===== src/rtl/hls_run_pkg.sv =====
// hls_run_pkg: shared FSM states, result status codes and result record type
// for the Bambu core run sequencer.
package hls_run_pkg;
   typedef enum logic [2:0] {IDLE, HOLD, START, WAIT, REPORT} state_t;
   localparam logic [1:0] ST_FAIL    = 2'b00;
   localparam logic [1:0] ST_PASS    = 2'b01;
   localparam logic [1:0] ST_NOCHECK = 2'b10;
   localparam logic [1:0] ST_TIMEOUT = 2'b11;
   // Record field widths; the sequencer's CNT_W/RUN_W must match these.
   localparam int REC_CNT_W = 32;
   localparam int REC_RUN_W = 8;
   typedef struct packed {
      logic [1:0]           status;
      logic [REC_CNT_W-1:0] cycles;
      logic [REC_RUN_W-1:0] run;
   } res_rec_t;
endpackage


===== src/rtl/hls_run_result_fifo.sv =====
// hls_run_result_fifo: first-word-fall-through record FIFO; a push into a full
// FIFO is accepted when a pop happens on the same edge.
module hls_run_result_fifo
   import hls_run_pkg::*;
#(
   parameter int DEPTH = 4
) (
   input  logic     i_clock,
   input  logic     i_reset,
   input  logic     i_push,
   input  res_rec_t i_data,
   input  logic     i_pop,
   output res_rec_t o_head,
   output logic     o_empty,
   output logic     o_full
);
   localparam int AW = $clog2(DEPTH);
   res_rec_t       r_mem [DEPTH];
   logic [AW:0]    r_wr, r_rd;
   logic           w_pop, w_push;
   assign o_empty = r_wr == r_rd;
   assign o_full  = (r_wr[AW] != r_rd[AW]) && (r_wr[AW-1:0] == r_rd[AW-1:0]);
   assign w_pop   = i_pop & ~o_empty;
   assign w_push  = i_push & (~o_full | w_pop);
   assign o_head  = r_mem[r_rd[AW-1:0]];
   always_ff @(posedge i_clock or posedge i_reset) begin
      if (i_reset) begin
         r_wr <= '0;
         r_rd <= '0;
         for (int i = 0; i < DEPTH; i++) r_mem[i] <= '0;
      end else begin
         if (w_push) begin
            r_mem[r_wr[AW-1:0]] <= i_data;
            r_wr <= r_wr + 1'b1;
         end
         if (w_pop) r_rd <= r_rd + 1'b1;
      end
   end
endmodule


===== src/rtl/hls_run_sequencer.sv =====
// hls_run_sequencer: resets, starts and times a Bambu core over a number of
// runs, with a watchdog, queuing one {status, cycles, run} record per run.
module hls_run_sequencer
   import hls_run_pkg::*;
#(
   parameter int CNT_W          = 32,
   parameter int RUN_W          = 8,
   parameter int TIMEOUT_CYCLES = 200000000,
   parameter int RST_CYCLES     = 2,
   parameter int RES_DEPTH      = 4
) (
   input  logic             clock,
   input  logic             reset,
   input  logic             go,
   input  logic [RUN_W-1:0] cfg_runs,
   output logic             busy,
   output logic             dut_reset_n,
   output logic             start_port,
   input  logic             done_port,
   input  logic             chk_valid,
   input  logic             chk_pass,
   output logic             res_valid,
   input  logic             res_ready,
   output logic [1:0]       res_status,
   output logic [CNT_W-1:0] res_cycles,
   output logic [RUN_W-1:0] res_run,
   output logic             overflow
);
   localparam logic [CNT_W-1:0] TO_CNT  = CNT_W'(TIMEOUT_CYCLES);
   localparam logic [CNT_W-1:0] RST_END = CNT_W'(RST_CYCLES - 1);
   state_t           r_state, w_next;
   logic [CNT_W-1:0] r_cnt;
   logic [RUN_W-1:0] r_runs, r_run;
   logic [1:0]       r_status, w_status;
   logic             r_busy, r_rstn, r_start, r_ovf;
   logic             w_full, w_empty, w_pop, w_push, w_last, w_timeout;
   res_rec_t         w_rec, w_head;
   assign w_pop     = res_ready & ~w_empty;
   assign w_push    = (r_state == REPORT) & (~w_full | w_pop);
   assign w_last    = (r_run == r_runs - 1'b1) | (r_status == ST_TIMEOUT);
   assign w_timeout = r_cnt == TO_CNT;
   assign w_status  = chk_valid ? (chk_pass ? ST_PASS : ST_FAIL) : ST_NOCHECK;
   assign w_rec     = '{status: r_status, cycles: r_cnt, run: r_run};
   always_comb begin
      w_next = r_state;
      case (r_state)
         IDLE:    w_next = go ? HOLD : IDLE;
         HOLD:    w_next = (r_cnt == RST_END) ? START : HOLD;
         START:   w_next = done_port ? REPORT : WAIT;
         WAIT:    w_next = (done_port | w_timeout) ? REPORT : WAIT;
         REPORT:  w_next = w_push ? (w_last ? IDLE : HOLD) : REPORT;
         default: w_next = IDLE;
      endcase
   end
   always_ff @(posedge clock or posedge reset) begin
      if (reset) r_state <= IDLE;
      else       r_state <= w_next;
   end
   // Control outputs are registered from the next state so they line up with r_state.
   always_ff @(posedge clock or posedge reset) begin
      if (reset) begin
         r_busy   <= 1'b0;
         r_rstn   <= 1'b0;
         r_start  <= 1'b0;
         r_ovf    <= 1'b0;
         r_cnt    <= '0;
         r_runs   <= '0;
         r_run    <= '0;
         r_status <= ST_FAIL;
      end else begin
         r_busy  <= w_next != IDLE;
         r_rstn  <= w_next inside {START, WAIT, REPORT};
         r_start <= w_next == START;
         case (r_state)
            IDLE: if (go) begin
               r_runs <= (cfg_runs == '0) ? RUN_W'(1) : cfg_runs;
               r_run  <= '0;
               r_ovf  <= 1'b0;
               r_cnt  <= '0;
            end
            HOLD:  r_cnt <= (r_cnt == RST_END) ? CNT_W'(1) : r_cnt + 1'b1;
            START: if (done_port) r_status <= w_status; else r_cnt <= r_cnt + 1'b1;
            WAIT: begin
               if (done_port)      r_status <= w_status;
               else if (w_timeout) r_status <= ST_TIMEOUT;
               else                r_cnt    <= r_cnt + 1'b1;
            end
            REPORT: begin
               if (!w_push) r_ovf <= 1'b1;
               else if (!w_last) begin
                  r_run <= r_run + 1'b1;
                  r_cnt <= '0;
               end
            end
            default: ;
         endcase
      end
   end
   hls_run_result_fifo #(.DEPTH(RES_DEPTH)) u_fifo (
      .i_clock (clock),
      .i_reset (reset),
      .i_push  (w_push),
      .i_data  (w_rec),
      .i_pop   (w_pop),
      .o_head  (w_head),
      .o_empty (w_empty),
      .o_full  (w_full)
   );
   assign busy        = r_busy;
   assign dut_reset_n = r_rstn;
   assign start_port  = r_start;
   assign overflow    = r_ovf;
   assign res_valid   = ~w_empty;
   assign res_status  = w_head.status;
   assign res_cycles  = w_head.cycles;
   assign res_run     = w_head.run;
endmodule


===== config.mk =====
export PLATFORM = sky130hd
export DESIGN_NAME = hls_run_sequencer
export DESIGN_NICKNAME = d
export VERILOG_FILES = /design/src/rtl/hls_run_pkg.sv /design/src/rtl/hls_run_result_fifo.sv /design/src/rtl/hls_run_sequencer.sv
export SDC_FILE = /design/constraint.sdc
export NUM_CORES = 1
export LEC_CHECK = 0
export ABC_AREA = 0
export CORE_ASPECT_RATIO = 1.5
export CORE_MARGIN = 2
export CORE_UTILIZATION = 60
export DETAILED_ROUTE_END_ITERATION = 8
export GPL_ROUTABILITY_DRIVEN = 0
export HOLD_SLACK_MARGIN = 0.05
export PLACE_DENSITY = 0.89
export SYNTH_ARGS = -nofsm -noshare
export SYNTH_HDL_FRONTEND = slang
export SYNTH_SLANG_ARGS = --single-unit

===== constraint.sdc =====
create_clock -name clock -period 9.45 [get_ports clock]
set_input_delay 2.3625 -clock clock [delete_from_list [all_inputs] [get_ports clock]]
set_output_delay 2.3625 -clock clock [all_outputs]
set_load 0.005 [all_outputs]

=== Word level (Yosys, flattened, before mapping) ===
Cells that the tools add are included.

* Add/sub/neg operators: 5
* Order comparisons: 3
* Equal/unequal tests: 23
* Mux-type cells: 35
* Bitwise operators: 12
* Reduce and logical (&&, ||, !) cells: 14

{| class="wikitable"
|+ Operators with widths
! kind !! number
|-
| 32-bit two-way mux || 7
|-
| 168-bit bitwise mux || 1
|-
| 32-bit one-hot mux with 5 select lines || 1
|-
| 42-bit two-way mux || 3
|-
| 42-bit binary-select mux with 2-bit select || 1
|-
| 42-bit demux with 2-bit select || 1
|-
| 32-bit by 1-bit adder with 32-bit output (second input constant) || 1
|-
| 32-bit by 1-bit == test with 1-bit output (second input constant) || 1
|-
| 32-bit by 28-bit == test with 1-bit output (second input constant) || 1
|-
| 8-bit two-way mux || 4
|-
| 8-bit one-hot mux with 2 select lines || 1
|-
| 3-bit one-hot mux with 5 select lines || 1
|-
| 2-bit inequality test (second input constant) || 7
|-
| 3-bit by 2-bit == test with 1-bit output (second input constant) || 4
|-
| 2-bit two-way mux || 5
|-
| 3-bit two-way mux || 3
|-
| 8-bit by 1-bit adder with 8-bit output (second input constant) || 1
|-
| 8-bit == test || 1
|-
| 8-bit zero test || 1
|-
| 8-bit by 1-bit subtractor with 8-bit output (second input constant) || 1
|-
| 7-bit AND reduction || 1
|-
| 3-bit by 1-bit adder with 3-bit output (second input constant) || 2
|-
| 3-bit == test (second input constant) || 2
|-
| 3-bit >= comparator (second input constant) || 2
|-
| 23 further kinds || 39
|}

* Flip-flop bits (word level): 231
* Input port bits: 15
* Output and inout bits: 47

=== Longest topological paths before layout ===
* Depth after elaboration: 9
* Gate-level depth with buffers: 12
* Gate-level depth less buffers: 9

=== Hierarchy ===
From an unflattened synthesis, not the netlist that was laid out.

* Cell total of the unflattened synthesis: 840
* Area total of the unflattened synthesis: 11528.6 sq um

{| class="wikitable"
|+ By module, submodules not included
! module !! times used !! cells an instance !! area an instance (sq um) !! sequential area each (sq um)
|-
| hls_run_result_fifo || 1 || 443 || 7961.4 || 4354.2
|-
| hls_run_sequencer || 1 || 397 || 3567.2 || 1426.4
|}

=== Worst setup path before layout ===
OpenSTA, ideal clock, no wires.

* Path type: register to output
* Start point: register u_fifo.r_rd[0]
* End point: output res_cycles[0]
* Data arrival time: 1643 ps
* Data required time: 7088 ps
* Slack: 5445 ps
* Cell stages (with the launch flop): 4
* Cells stage by stage: dfrtp_1 buf_2 buf_1 mux4_2

* Word-level cells in the longest chain between the ends: 4

{| class="wikitable"
|+ RTL lines
! item !! line !! source
|-
| from (decl) || hls_run_result_fifo.sv:19 || <nowiki>logic [AW:0] r_wr, r_rd;</nowiki>
|-
| from (signal assigned) || hls_run_result_fifo.sv:36 || <nowiki>if (w_pop) r_rd <= r_rd + 1'b1;</nowiki>
|-
| 2-bit NOT with 3-bit output (not written as such) || hls_run_result_fifo.sv:25 || <nowiki>assign o_head = r_mem[r_rd[AW-1:0]];</nowiki>
|-
| 42-bit binary-select mux with 2-bit select || hls_run_result_fifo.sv:25 ||
|-
| 42-bit two-way mux (not written as such) (2 in series) || hls_run_result_fifo.sv:25 ||
|-
| to (decl) || hls_run_sequencer.sv:25 || <nowiki>output logic [CNT_W-1:0] res_cycles,</nowiki>
|}

Every way passes these cells. The select of a mux whose other input is x is not followed.

=== Worst setup path after layout ===
* Start point: register u_fifo.r_rd[0]
* End point: output res_cycles[6]

Same word-level chain as after synthesis.

==> flow_summary.json <==
{
  "core_area_um2": 18000,
  "fin_util": 0.691,
  "startpoint_type": "flip-flop",
  "fin_crit_sh": 0.537,
  "antenna_left": 0,
  "drive_above_1_share": 0.290,
  "hp-class": "flip-flop to flip-flop",
  "grt_pass1_wl_um": 39000,
  "r2r_slack_ns": 5.58,
  "synthFlopType": "dfrtp_1",
  "reg2reg_depth": 7,
  "yosysUniqueCellTypes": 54,
  "worst_setup_path_end_kind": "output pin",
  "syn_inst": 871,
  "row_count": 60,
  "seq_area_frac_synth": 0.523,
  "final_common_cell": "dfrtp_1",
  "antenna_found_initial": 0,
  "cts_resized": 0,
  "die_area_um2": 19500,
  "cts_tree": "done",
  "run_status": "finished, final reports clean",
  "rsz0062_at_grt": "false",
  "synth_edf_count": 0,
  "slew_violations": 0,
  "grt_max_degree": 156,
  "ioPinCount": 62,
  "grt_pass1_vias": 7618,
  "cts-root-buf": "clkbuf_16",
  "fin_crit_ns": 5.07,
  "worst-endpoint-required_ns": 7.09,
  "final_cell_mix": "dfrtp_1 (229), mux2_2 (156), nand2_1 (69)",
  "cts-buffers-inserted": 22,
  "drtIter0Drc": 712,
  "fin_skew_ns": 0.00866,
  "hold_depth": 2,
  "dpl.hpwl_um": 14100,
  "htreeDepth": 1,
  "syn_area_um2": 11000,
  "start_util": 0.613,
  "wl_per_cell_um": 21.1,
  "tightestPinTransition_ns": 1.28,
  "hp-start": "u_fifo.r_mem[135]",
  "cp_max_fo": 45,
  "reg2reg_from": "u_fifo.r_rd[0]",
  "avgViaCountPerCell": 6.51,
  "yosys_warnings": 0,
  "powerDensity_nw_per_um2": 220,
  "synthArstFlopShare": 1.00,
  "die_height_um": 170,
  "cap_violations": 0,
  "firstDrtPassIters": 5,
  "cts_hold_buf": 0,
  "crit_path_start": "u_fifo.r_rd[0]",
  "hold_violations": 0,
  "cts_buffer_depth": 3,
  "insertion_delay_ns": 0.51,
  "ir_drop_uv": 131,
  "port_buffers": 61,
  "routed-via-count": 7296,
  "nets": 913,
  "syn_avg_cell_area_um2": 12.7,
  "cts.sinks": 231,
  "timing.slew.headroom": 0.149,
  "grtUsageTotal": 0.252,
  "worstSetupPathType": "flip-flop to output pin",
  "diodes": 0,
  "p_leak_nw": 5.70,
  "synth_seq_cells": 231,
  "dieWidth_um": 115,
  "gr-total-overflow": 0,
  "fmax_mhz": 197,
  "drc": 0,
  "min_to": "u_fifo.r_mem[135]",
  "setup-tns-final_ns": 0,
  "arrival_ns": 2.71,
  "area_growth_pct": 12.7,
  "synth_nets": 896,
  "drt_wl_total_um": 23600,
  "r2r_end": "r_cnt[17]",
  "setup_viol_count_final": 0,
  "cts.clk_slew.worst_paths_ns": 0.07,
  "post_cts_buffers": 0
}
## through the flow
stage               hold slack, ns  area (µm²)  cells  worst slack (ns)  power, mW
finish                       0.489       12400   1120              4.38       2.74
global route                 0.512       12400   1120              4.22       2.87
global placement             0.458       11600   1081              4.20       1.76
floorplan                    0.445       11000    871             0.755       1.63
detailed placement           0.470       11600   1081              4.10       1.78
CTS                          0.486       12400   1120              4.32       2.75
## sequential cells by signal, summed over array words and instances, names as in the netlist
signal	flops
r_run	8
r_runs	8
r_state	3
u_fifo.r_rd	3
busy	1
u_fifo.r_mem	168
u_fifo.r_wr	3
overflow	1
start_port	1
dut_reset_n	1
r_cnt	32
r_status	2
## worst max-delay path by stage
stage | depth (start not counted) | slack, ns | to
2_1_floorplan | 1 | 0.75 | busy
3_3_place_gp | 6 | 4.20 | r_cnt[17]
3_5_place_dp | 6 | 4.10 | r_cnt[17]
4_1_cts | 3 | 4.32 | res_cycles[6]
5_1_grt | 3 | 4.22 | res_cycles[13]
6_report | 3 | 4.38 | res_cycles[6]
## synth_stat cells (5+ instances only)
cell	number	area (µm²)
clkbuf_1	35	131
mux4_2	42	946
o2bb2ai_1	18	158
buf_6	6	67.6
nor3_1	25	125
ha_1	10	125
nand2b_1	5	31.3
mux2_2	156	1760
o21ai_0	36	180
or4_1	10	75.1
nor4_1	10	62.6
buf_1	5	18.8
a21oi_1	34	170
xor2_1	7	61.3
buf_2	26	130
nand4_1	15	93.8
a22o_1	6	52.6
or3_1	9	56.3
inv_1	13	48.8
nand2_1	73	274
buf_4	5	37.5
nand3_1	14	70.1
xnor2_1	10	87.6
dfrtp_1	231	5780
nor2_1	22	82.6
a21o_1	5	37.5
## final cells by class
class                      count  area [µm²]
clock inverter                10         163
tap                          217         272
timing repair buffer          70         678
clock buffer                  29         648
inverter                      13        56.3
multi-input combinational    550        4850
sequential                   231        5780
fill                        1194        5570
## logic make-up (layout without fill, tap and decap cells)
family	count (synthesis)	in the layout	share of synthesized area
flops	231	231	0.523
xor+xnor	17	17	0.0135
compound gates	116	116	0.0681
simple gates	205	205	0.0963
mux	202	202	0.248
fa+ha+maj	10	10	0.0113
buf+inv	90	122	0.0393
## routing by layer
layer	global-route usage	up-vias	routed length (µm)
li1	-	3230	-
met1	0.311	3776	9200
met2	0.442	232	12700
met3	0.0335	58	986
met4	0.110	0	748
met5	0	-	0
## report_power, final
group / switching [mW] / internal [mW] / total (mW)
sequential: 0.174 / 1.07 / 1.25
clock: 0.378 / 0.593 / 0.971
combinational: 0.275 / 0.244 / 0.519
## worst max-delay path, stage by stage (launching register included)
cell and delay (ns):
dfrtp_2 0.34, buf_4 0.71, mux4_2 0.64, clkdlybuf4s50_1 0.48
No activity file was read; power rests on OpenSTA's default activity.
